[src/rtl/trap_sequencer_pkg.sv]
// Shared trap-controller definitions: cause codes, CSR selectors, FSM and event types.
package trap_sequencer_pkg;

    localparam logic [4:0] EXC_INSTR_MISALIGNED = 5'd0;
    localparam logic [4:0] EXC_INSTR_FAULT      = 5'd1;
    localparam logic [4:0] EXC_ILLEGAL_INSTR    = 5'd2;
    localparam logic [4:0] EXC_BREAKPOINT       = 5'd3;
    localparam logic [4:0] EXC_LOAD_MISALIGNED  = 5'd4;
    localparam logic [4:0] EXC_LOAD_FAULT       = 5'd5;
    localparam logic [4:0] EXC_STORE_MISALIGNED = 5'd6;
    localparam logic [4:0] EXC_STORE_FAULT      = 5'd7;
    localparam logic [4:0] EXC_ECALL_M          = 5'd11;

    // Machine external interrupt: low code bits and full 32-bit cause value.
    localparam logic [4:0]  IRQ_M_EXT_CODE = 5'd11;
    localparam logic [31:0] IRQ_M_EXT      = 32'h8000_000B;

    localparam logic [1:0] CSR_SEL_MEPC    = 2'd0;
    localparam logic [1:0] CSR_SEL_MCAUSE  = 2'd1;
    localparam logic [1:0] CSR_SEL_MTVAL   = 2'd2;
    localparam logic [1:0] CSR_SEL_MSTATUS = 2'd3;

    localparam int unsigned MSTATUS_MIE_BIT  = 3;
    localparam int unsigned MSTATUS_MPIE_BIT = 7;

    typedef enum logic [1:0] {
        ST_IDLE,
        ST_DRAIN,
        ST_FLUSH,
        ST_REDIRECT
    } trap_state_t;

    typedef enum logic [1:0] {
        EVT_EXC,
        EVT_IRQ,
        EVT_MRET
    } trap_evt_t;

endpackage

[src/rtl/trap_sequencer_if.sv]
// Commit-side trap bus: event handshakes, drain/redirect control, CSR access and CSR state.
interface trap_sequencer_if #(
    parameter int unsigned XLEN       = 32,
    parameter int unsigned EXC_CODE_W = 5
);
    logic                  exc_valid;
    logic [EXC_CODE_W-1:0] exc_code;
    logic [XLEN-1:0]       exc_pc;
    logic [XLEN-1:0]       exc_tval;
    logic                  exc_ready;
    logic                  irq_pending;
    logic [XLEN-1:0]       commit_pc;
    logic                  mret_valid;
    logic                  mret_ready;
    logic                  lsu_idle;
    logic [XLEN-1:0]       mtvec;
    logic                  csr_wr_en;
    logic [1:0]            csr_wr_sel;
    logic [XLEN-1:0]       csr_wr_data;
    logic                  flush_pipeline;
    logic                  redirect_valid;
    logic [XLEN-1:0]       redirect_pc;
    logic                  redirect_ready;
    logic                  trap_busy;
    logic [XLEN-1:0]       mepc_o;
    logic [XLEN-1:0]       mcause_o;
    logic [XLEN-1:0]       mtval_o;
    logic                  mstatus_mie_o;
    logic                  mstatus_mpie_o;
    logic                  drain_timeout;

    modport master (
        output exc_valid, exc_code, exc_pc, exc_tval, irq_pending, commit_pc,
               mret_valid, lsu_idle, mtvec, csr_wr_en, csr_wr_sel, csr_wr_data,
               redirect_ready,
        input  exc_ready, mret_ready, flush_pipeline, redirect_valid, redirect_pc,
               trap_busy, mepc_o, mcause_o, mtval_o, mstatus_mie_o, mstatus_mpie_o,
               drain_timeout
    );

    modport slave (
        input  exc_valid, exc_code, exc_pc, exc_tval, irq_pending, commit_pc,
               mret_valid, lsu_idle, mtvec, csr_wr_en, csr_wr_sel, csr_wr_data,
               redirect_ready,
        output exc_ready, mret_ready, flush_pipeline, redirect_valid, redirect_pc,
               trap_busy, mepc_o, mcause_o, mtval_o, mstatus_mie_o, mstatus_mpie_o,
               drain_timeout
    );

endinterface

[src/rtl/trap_sequencer.sv]
// Machine-mode trap sequencer: accepts one exception / interrupt / MRET at a time and
// walks it through drain, flush, trap-CSR update and fetch redirect.
module trap_sequencer
    import trap_sequencer_pkg::*;
#(
    parameter int unsigned XLEN          = 32,
    parameter int unsigned EXC_CODE_W    = 5,
    parameter int unsigned DRAIN_TIMEOUT = 64
) (
    input logic             clk,
    input logic             rst,
    trap_sequencer_if.slave bus
);

    localparam int unsigned CNT_W = (DRAIN_TIMEOUT > 1) ? $clog2(DRAIN_TIMEOUT) : 1;
    localparam logic [CNT_W-1:0] CNT_LAST = CNT_W'(DRAIN_TIMEOUT - 1);
    // mcause keeps only the interrupt flag and the code field
    localparam logic [XLEN-1:0] MCAUSE_MASK =
        {1'b1, {(XLEN-1-EXC_CODE_W){1'b0}}, {EXC_CODE_W{1'b1}}};

    trap_state_t           state, state_next;
    trap_evt_t             evt;
    logic [EXC_CODE_W-1:0] lat_code;
    logic [XLEN-1:0]       lat_pc;
    logic [XLEN-1:0]       lat_tval;
    logic [CNT_W-1:0]      cnt;
    logic                  timeout_flag;
    logic [XLEN-1:0]       mepc, mcause, mtval;
    logic                  mie, mpie;

    logic accept_exc, accept_mret, accept_irq, timeout_hit;

    // Fixed acceptance priority in IDLE: exception, then MRET, then enabled interrupt.
    always_comb begin
        accept_exc  = (state == ST_IDLE) && bus.exc_valid;
        accept_mret = (state == ST_IDLE) && !bus.exc_valid && bus.mret_valid;
        accept_irq  = (state == ST_IDLE) && !bus.exc_valid && !bus.mret_valid &&
                      bus.irq_pending && mie;
        timeout_hit = (cnt == CNT_LAST);
    end

    // State register.
    always_ff @(posedge clk) begin
        if (rst) state <= ST_IDLE;
        else     state <= state_next;
    end

    // Next-state selection.
    always_comb begin
        state_next = state;
        case (state)
            ST_IDLE: begin
                if (accept_exc || accept_irq) state_next = ST_DRAIN;
                else if (accept_mret)         state_next = ST_FLUSH;
            end
            ST_DRAIN:    if (bus.lsu_idle || timeout_hit) state_next = ST_FLUSH;
            ST_FLUSH:    state_next = ST_REDIRECT;
            ST_REDIRECT: if (bus.redirect_ready) state_next = ST_IDLE;
            default:     state_next = ST_IDLE;
        endcase
    end

    // Output decode from current state and latched event.
    always_comb begin
        bus.exc_ready      = accept_exc;
        bus.mret_ready     = accept_mret;
        bus.flush_pipeline = (state == ST_FLUSH);
        bus.redirect_valid = (state == ST_REDIRECT);
        bus.redirect_pc    = '0;
        if (state == ST_REDIRECT)
            bus.redirect_pc = (evt == EVT_MRET) ? mepc : (bus.mtvec & ~XLEN'(3));
        bus.trap_busy      = (state != ST_IDLE);
        bus.mepc_o         = mepc;
        bus.mcause_o       = mcause;
        bus.mtval_o        = mtval;
        bus.mstatus_mie_o  = mie;
        bus.mstatus_mpie_o = mpie;
        bus.drain_timeout  = timeout_flag;
    end

    // Event latch, drain counter and sticky timeout flag.
    always_ff @(posedge clk) begin
        if (rst) begin
            evt          <= EVT_EXC;
            lat_code     <= '0;
            lat_pc       <= '0;
            lat_tval     <= '0;
            cnt          <= '0;
            timeout_flag <= 1'b0;
        end else begin
            if (accept_exc) begin
                evt      <= EVT_EXC;
                lat_code <= bus.exc_code;
                lat_pc   <= bus.exc_pc;
                lat_tval <= bus.exc_tval;
                cnt      <= '0;
            end else if (accept_irq) begin
                evt      <= EVT_IRQ;
                lat_code <= EXC_CODE_W'(IRQ_M_EXT_CODE);
                lat_pc   <= bus.commit_pc;
                lat_tval <= '0;
                cnt      <= '0;
            end else if (accept_mret) begin
                evt <= EVT_MRET;
            end else if (state == ST_DRAIN) begin
                cnt <= cnt + CNT_W'(1);
            end
            if ((state == ST_DRAIN) && !bus.lsu_idle && timeout_hit)
                timeout_flag <= 1'b1;
        end
    end

    // Trap CSRs: FLUSH commits the trap/MRET update; software writes only land in IDLE.
    always_ff @(posedge clk) begin
        if (rst) begin
            mepc   <= '0;
            mcause <= '0;
            mtval  <= '0;
            mie    <= 1'b0;
            mpie   <= 1'b0;
        end else if (state == ST_FLUSH) begin
            if (evt == EVT_MRET) begin
                mie  <= mpie;
                mpie <= 1'b1;
            end else begin
                mepc   <= lat_pc;
                mcause <= {(evt == EVT_IRQ), {(XLEN-1-EXC_CODE_W){1'b0}}, lat_code};
                mtval  <= lat_tval;
                mpie   <= mie;
                mie    <= 1'b0;
            end
        end else if ((state == ST_IDLE) && bus.csr_wr_en) begin
            case (bus.csr_wr_sel)
                CSR_SEL_MEPC:   mepc   <= bus.csr_wr_data & ~XLEN'(3);
                CSR_SEL_MCAUSE: mcause <= bus.csr_wr_data & MCAUSE_MASK;
                CSR_SEL_MTVAL:  mtval  <= bus.csr_wr_data;
                default: begin
                    mie  <= bus.csr_wr_data[MSTATUS_MIE_BIT];
                    mpie <= bus.csr_wr_data[MSTATUS_MPIE_BIT];
                end
            endcase
        end
    end

endmodule

[src/flat_wrapper.sv]
// flat-port wrapper written by rule: the top's interface ports become plain ports
module trap_sequencer_flat import trap_sequencer_pkg::*;
#(
    parameter int unsigned XLEN          = 32,
    parameter int unsigned EXC_CODE_W    = 5,
    parameter int unsigned DRAIN_TIMEOUT = 64
)
  (clk, rst, bus_exc_valid, bus_exc_code, bus_exc_pc, bus_exc_tval, bus_irq_pending, bus_commit_pc, bus_mret_valid, bus_lsu_idle, bus_mtvec, bus_csr_wr_en, bus_csr_wr_sel, bus_csr_wr_data, bus_redirect_ready, bus_exc_ready, bus_mret_ready, bus_flush_pipeline, bus_redirect_valid, bus_redirect_pc, bus_trap_busy, bus_mepc_o, bus_mcause_o, bus_mtval_o, bus_mstatus_mie_o, bus_mstatus_mpie_o, bus_drain_timeout);
  trap_sequencer_if #(.XLEN(XLEN), .EXC_CODE_W(EXC_CODE_W)) bus_i ();
  input logic clk;
  input logic rst;
  input wire logic [$bits(bus_i.exc_valid)-1:0] bus_exc_valid;
  input wire logic [$bits(bus_i.exc_code)-1:0] bus_exc_code;
  input wire logic [$bits(bus_i.exc_pc)-1:0] bus_exc_pc;
  input wire logic [$bits(bus_i.exc_tval)-1:0] bus_exc_tval;
  input wire logic [$bits(bus_i.irq_pending)-1:0] bus_irq_pending;
  input wire logic [$bits(bus_i.commit_pc)-1:0] bus_commit_pc;
  input wire logic [$bits(bus_i.mret_valid)-1:0] bus_mret_valid;
  input wire logic [$bits(bus_i.lsu_idle)-1:0] bus_lsu_idle;
  input wire logic [$bits(bus_i.mtvec)-1:0] bus_mtvec;
  input wire logic [$bits(bus_i.csr_wr_en)-1:0] bus_csr_wr_en;
  input wire logic [$bits(bus_i.csr_wr_sel)-1:0] bus_csr_wr_sel;
  input wire logic [$bits(bus_i.csr_wr_data)-1:0] bus_csr_wr_data;
  input wire logic [$bits(bus_i.redirect_ready)-1:0] bus_redirect_ready;
  output wire logic [$bits(bus_i.exc_ready)-1:0] bus_exc_ready;
  output wire logic [$bits(bus_i.mret_ready)-1:0] bus_mret_ready;
  output wire logic [$bits(bus_i.flush_pipeline)-1:0] bus_flush_pipeline;
  output wire logic [$bits(bus_i.redirect_valid)-1:0] bus_redirect_valid;
  output wire logic [$bits(bus_i.redirect_pc)-1:0] bus_redirect_pc;
  output wire logic [$bits(bus_i.trap_busy)-1:0] bus_trap_busy;
  output wire logic [$bits(bus_i.mepc_o)-1:0] bus_mepc_o;
  output wire logic [$bits(bus_i.mcause_o)-1:0] bus_mcause_o;
  output wire logic [$bits(bus_i.mtval_o)-1:0] bus_mtval_o;
  output wire logic [$bits(bus_i.mstatus_mie_o)-1:0] bus_mstatus_mie_o;
  output wire logic [$bits(bus_i.mstatus_mpie_o)-1:0] bus_mstatus_mpie_o;
  output wire logic [$bits(bus_i.drain_timeout)-1:0] bus_drain_timeout;
  assign bus_i.exc_valid = bus_exc_valid;
  assign bus_i.exc_code = bus_exc_code;
  assign bus_i.exc_pc = bus_exc_pc;
  assign bus_i.exc_tval = bus_exc_tval;
  assign bus_i.irq_pending = bus_irq_pending;
  assign bus_i.commit_pc = bus_commit_pc;
  assign bus_i.mret_valid = bus_mret_valid;
  assign bus_i.lsu_idle = bus_lsu_idle;
  assign bus_i.mtvec = bus_mtvec;
  assign bus_i.csr_wr_en = bus_csr_wr_en;
  assign bus_i.csr_wr_sel = bus_csr_wr_sel;
  assign bus_i.csr_wr_data = bus_csr_wr_data;
  assign bus_i.redirect_ready = bus_redirect_ready;
  assign bus_exc_ready = bus_i.exc_ready;
  assign bus_mret_ready = bus_i.mret_ready;
  assign bus_flush_pipeline = bus_i.flush_pipeline;
  assign bus_redirect_valid = bus_i.redirect_valid;
  assign bus_redirect_pc = bus_i.redirect_pc;
  assign bus_trap_busy = bus_i.trap_busy;
  assign bus_mepc_o = bus_i.mepc_o;
  assign bus_mcause_o = bus_i.mcause_o;
  assign bus_mtval_o = bus_i.mtval_o;
  assign bus_mstatus_mie_o = bus_i.mstatus_mie_o;
  assign bus_mstatus_mpie_o = bus_i.mstatus_mpie_o;
  assign bus_drain_timeout = bus_i.drain_timeout;
  trap_sequencer #(.XLEN(XLEN), .EXC_CODE_W(EXC_CODE_W), .DRAIN_TIMEOUT(DRAIN_TIMEOUT)) u_core (.clk(clk), .rst(rst), .bus(bus_i));
endmodule
[config.mk]
export PLATFORM = sky130hd
export DESIGN_NAME = trap_sequencer_flat
export DESIGN_NICKNAME = d
export VERILOG_FILES = /design/src/rtl/trap_sequencer_pkg.sv /design/src/rtl/trap_sequencer_if.sv /design/src/rtl/trap_sequencer.sv /design/src/flat_wrapper.sv
export SDC_FILE = /design/constraint.sdc
export NUM_CORES = 1
export LEC_CHECK = 0
export BUFFER_PORTS_ARGS = -buffer_cell sky130_fd_sc_hd__buf_2
export CAP_MARGIN = 20
export CORE_UTILIZATION = 48
export CTS_BUF_LIST = sky130_fd_sc_hd__clkbuf_16
export CTS_CLUSTER_DIAMETER = 80
export CTS_CLUSTER_SIZE = 40
export DETAILED_ROUTE_END_ITERATION = 8
export PLACE_DENSITY = 0.85
export SETUP_SLACK_MARGIN = 0.3
export SLEW_MARGIN = 20
export SYNTH_ARGS = -nofsm -noshare
export SYNTH_HDL_FRONTEND = slang
export SYNTH_SLANG_ARGS = --single-unit
[constraint.sdc]
create_clock -name clk -period 2.4 [get_ports clk]
set_input_delay 0.6 -clock clk [delete_from_list [all_inputs] [get_ports clk]]
set_output_delay 0.6 -clock clk [all_outputs]
set_load 0.005 [all_outputs]
==> summary.txt <==
Pwr
  • Combinational power share: 0.425
  • Pwr dens: 1171 nW/um^2
  • Worst vdd ir: 0.7495 mV
  • Net switching power: approximately 4.2 mW
  • Switching Fraction: 0.3738
  • Clock share of power: 0.238
  • Power Internal: 7.100 mW
  • Leak: 4.400 nW
  • Reg power frac: 0.337

Synthesis
  • Post-synth EDFFs: 0
  • Mapped cell area: 7126 um^2
  • Biggest area consumer among synthesized cells: dfxtp_1
  • Mapped Avg Cell Area: 8.896 um^2
  • Post-synth ARST share: 0
  • Post-synthesis sequential area ratio: 0.4270
  • Largest cells by area after synthesis: dfxtp_1 43%, mux2i_1 9.3%, nand2_1 7.0%
  • Register bit total from synthesis: 152
  • Cells after synthesis: roughly 800
  • Main flop type after synthesis: dfxtp_1
  • Synth top cells by count: 152 x dfxtp_1, 133 x nand2_1, 123 x nor2_1, 66 x mux2i_1, 39 x a21oi_1
  • Yosys warns: 0
  • Share of the synthesized area in the top cell type: 0.4270
  • Synth cell types: 46
  • Top-count cell post-synth: dfxtp_1

Detailed routing
  • DRT iter0 DRCs: 390
  • Max layer used: met4
  • Post-DRT Antenna Nets: 0
  • Vias: 6,940
  • DRT Pass-1 Iters: 4
  • DRC violations left: 0
  • Routed vias/inst: 5.495
  • Per-cell routed wire length: 17.99 um
  • Metal-1 WL: 9.370 mm
  • Met3 WL: roughly 1.6 mm
  • Routed length on met2: between 10 and 15 mm
  • Routed Wire Length: between 20 and 25 mm

Floorplan
  • Core area: 14,530 um^2
  • Initial core utilization: 0.4903
  • Row cnt: 44
  • Die height: 123.8 um
  • Die Area: 15,340 um^2
  • I/O Pins: 311
  • Die Width: 123.8 um

Clock network
  • Hold Buf Count CTS: 0
  • Clk buf depth: 2
  • Clk_lat worst skew: 0.42 ns
  • H-Tree Depth: 4
  • Sink Count: 152
  • CTS Root Cell: clkbuf_16
  • TritonCTS Buffers: 17
  • TritonCTS clock tree: built
  • Clk slew on worst S/H paths: roughly 0.060 ns

Place
  • Pre-CTS setup slack: between 0.2 and 0.3 ns
  • Port buffer count: roughly 280
  • GP Congestion: 0.8803
  • Detailed Place HPWL: 14.83 mm

Final layout
  • Nets@finish: 1,249
  • Ant diodes: 0
  • Synth-to-layout area growth: 35.89%
  • Reg area: 3055 um^2
  • Area of the multi-input gates: 3869 um^2
  • Fraction of layout instances using a drive strength above 1: 0.4013
  • FILL cells: 1,147

Global routing
  • Initial antenna violation count: 0
  • Largest net degree at the start of global routing: 61
  • GRT Overall Usage: 0.2879
  • First-pass GRT wire length: 32.69 mm
  • Vias in the first global route: 6,257
  • GR Overflow Total: 0

STA
  • Worst hold slack: 0.3873 ns
  • Final min period: ~2.2 ns
  • RSZ-0062 raised after global routing: true
  • Slew HR: 0.6424
  • Final Cycle Share: 0.9226
  • Max Slew Vio Count: 0
  • Worst slew pin tran: 0.5364 ns
  • Setup TNS Final: 0 ns
  • Setup violators final: 0
  • Fmax: 0.4516 GHz
  • Skew final: 0.008959 ns
  • Crit path setup slack, layout: about 0.19 ns
  • Final Hold Fails: 0

Hold path
  • Worst hold path class: in2reg

Flow run
  • Max-capacitance violation count: 0

Setup path
  • CP required: 1.80 ns
  • Max FO, Critical Path: 8
  • CP startpoint kind: register
  • Crit Path Category: reg2out
  • CP arrival: 1.61 ns
  • R2R Setup Slk: ~0.50 ns
  • Worst Setup End Kind: primary output

Status
  • Status: finished clean
==> worst max-delay path: stages, from the launching register on <==
cell and delay [ns]:
dfxtp_4 0.34, nor2b_4 0.16, buf_6 0.15, buf_12 0.16, nand2_1 0.09, a21oi_2 0.15
buf_2 0.13
==> placed cells by master (no fill, tap or decap), types with 2 or more instances in the layout <==
master / netlist / layout
buf_2: 30 / 280
inv_2: 1 / 3
nand2_1: 133 / 111
nor2_1: 123 / 121
dfxtp_4: 0 / 3
buf_16: 0 / 4
nand2b_1: 3 / 2
a211oi_2: 31 / 31
mux2i_1: 66 / 66
a211oi_1: 33 / 33
a21oi_2: 1 / 12
xor2_1: 2 / 2
nor3_1: 4 / 4
and3_1: 3 / 3
nand2_2: 1 / 14
ha_4: 0 / 3
inv_1: 6 / 5
clkinv_2: 0 / 3
clkinv_1: 0 / 4
a311oi_1: 35 / 35
dfxtp_1: 152 / 148
nand3_1: 3 / 3
bufinv_16: 0 / 4
xnor2_1: 2 / 2
nand3b_1: 2 / 2
a21oi_4: 0 / 4
conb_1: 1 / 26
buf_12: 0 / 10
buf_6: 7 / 4
ha_1: 6 / 3
nand2_4: 0 / 9
clkbuf_16: 0 / 18
a21oi_1: 39 / 24
o21ai_0: 5 / 5
a22o_1: 35 / 34
nor2b_1: 3 / 2
buf_4: 29 / 17
==> path summary, 6_finish.rpt <==
check,start,endpoint,depth (start not counted)
setup reg to reg,u_core.evt[0],u_core.bus.mtval_o[9],8
hold reg to reg,u_core.lat_tval[7],u_core.lat_tval[7],1
hold / removal,bus_exc_tval[13],u_core.lat_tval[13],2
setup / recovery,u_core.evt[1],bus_redirect_pc[2],6
==> state kept, by name, indices dropped and copies added (netlist names) <==
name,count
u_core.bus.drain_timeout,1
u_core.bus.mtval_o,32
u_core.lat_tval,32
u_core.lat_code,5
u_core.bus.mepc_o,32
u_core.state,2
u_core.bus.mstatus_mpie_o,1
u_core.lat_pc,32
u_core.bus.mcause_o,6
u_core.evt,2
u_core.bus.mstatus_mie_o,1
u_core.cnt,6
==> layer usage <==
metal,global-route usage,vias to the layer above
met5,0,-
met4,0.1657,0
met3,0.06364,66
met2,0.4632,334
met1,0.3536,3218
li1,-,3322
==> stage by stage <==
stage | std cells | total power [mW] | util | area [um^2]
2_1_floorplan | 826 | 6.843 | - | 7219
3_5_place_dp | 1218 | 8.289 | 0.5919 | 8603
3_3_place_gp | 1218 | 8.150 | 0.5919 | 8603
6_report | 1263 | 11.34 | 0.6662 | 9683
4_1_cts | 1260 | 11.21 | 0.6557 | 9530
5_1_grt | 1263 | 12.01 | 0.6662 | 9683
==> cell type report <==
class,instances,area share
Clock inverter,13,0.01680
Clock buffer,17,0.04393
Multi-Input combinational cell,573,0.3995
Sequential cell,152,0.3155
Timing Repair Buffer,317,0.1977
Tap cell,184,0.02378
Inverter,7,0.002714
==> cell families after synthesis <==
| kind of cell | Yosys count | share of synthesized area |
|---|---|---|
| other | 1 | 0.0005263 |
| DFF | 152 | 0.4270 |
| buffers and inverters | 101 | 0.08112 |
| muxes | 66 | 0.09271 |
| and+or+nand+nor | 282 | 0.1610 |
| AOI/OAI and AO/OA | 189 | 0.2221 |
| adders and majority gates | 6 | 0.01054 |
| xor gates and xnor gates | 4 | 0.004917 |
==> what timing repair did <==
item                                    in CTS  in global routing
resized for setup                           42                 34
pin swaps                                    4                 16
setup buffers                                8                  2
gates cloned                                 4                  1
endpoints found under the setup margin      57                 34
==> power groups by stage <==
stage | Sequential (mW) | Combinational, mW | Clock [mW]
final | 3.82 | 4.82 | 2.70
after global routing | 3.90 | 5.27 | 2.83
after CTS | 3.79 | 4.70 | 2.72
after detailed placement | 3.82 | 4.47 | 0
after global placement | 3.78 | 4.37 | 0
after floorplan | 3.75 | 3.10 | 0
Note: power is estimated with default switching activity, not from simulation.
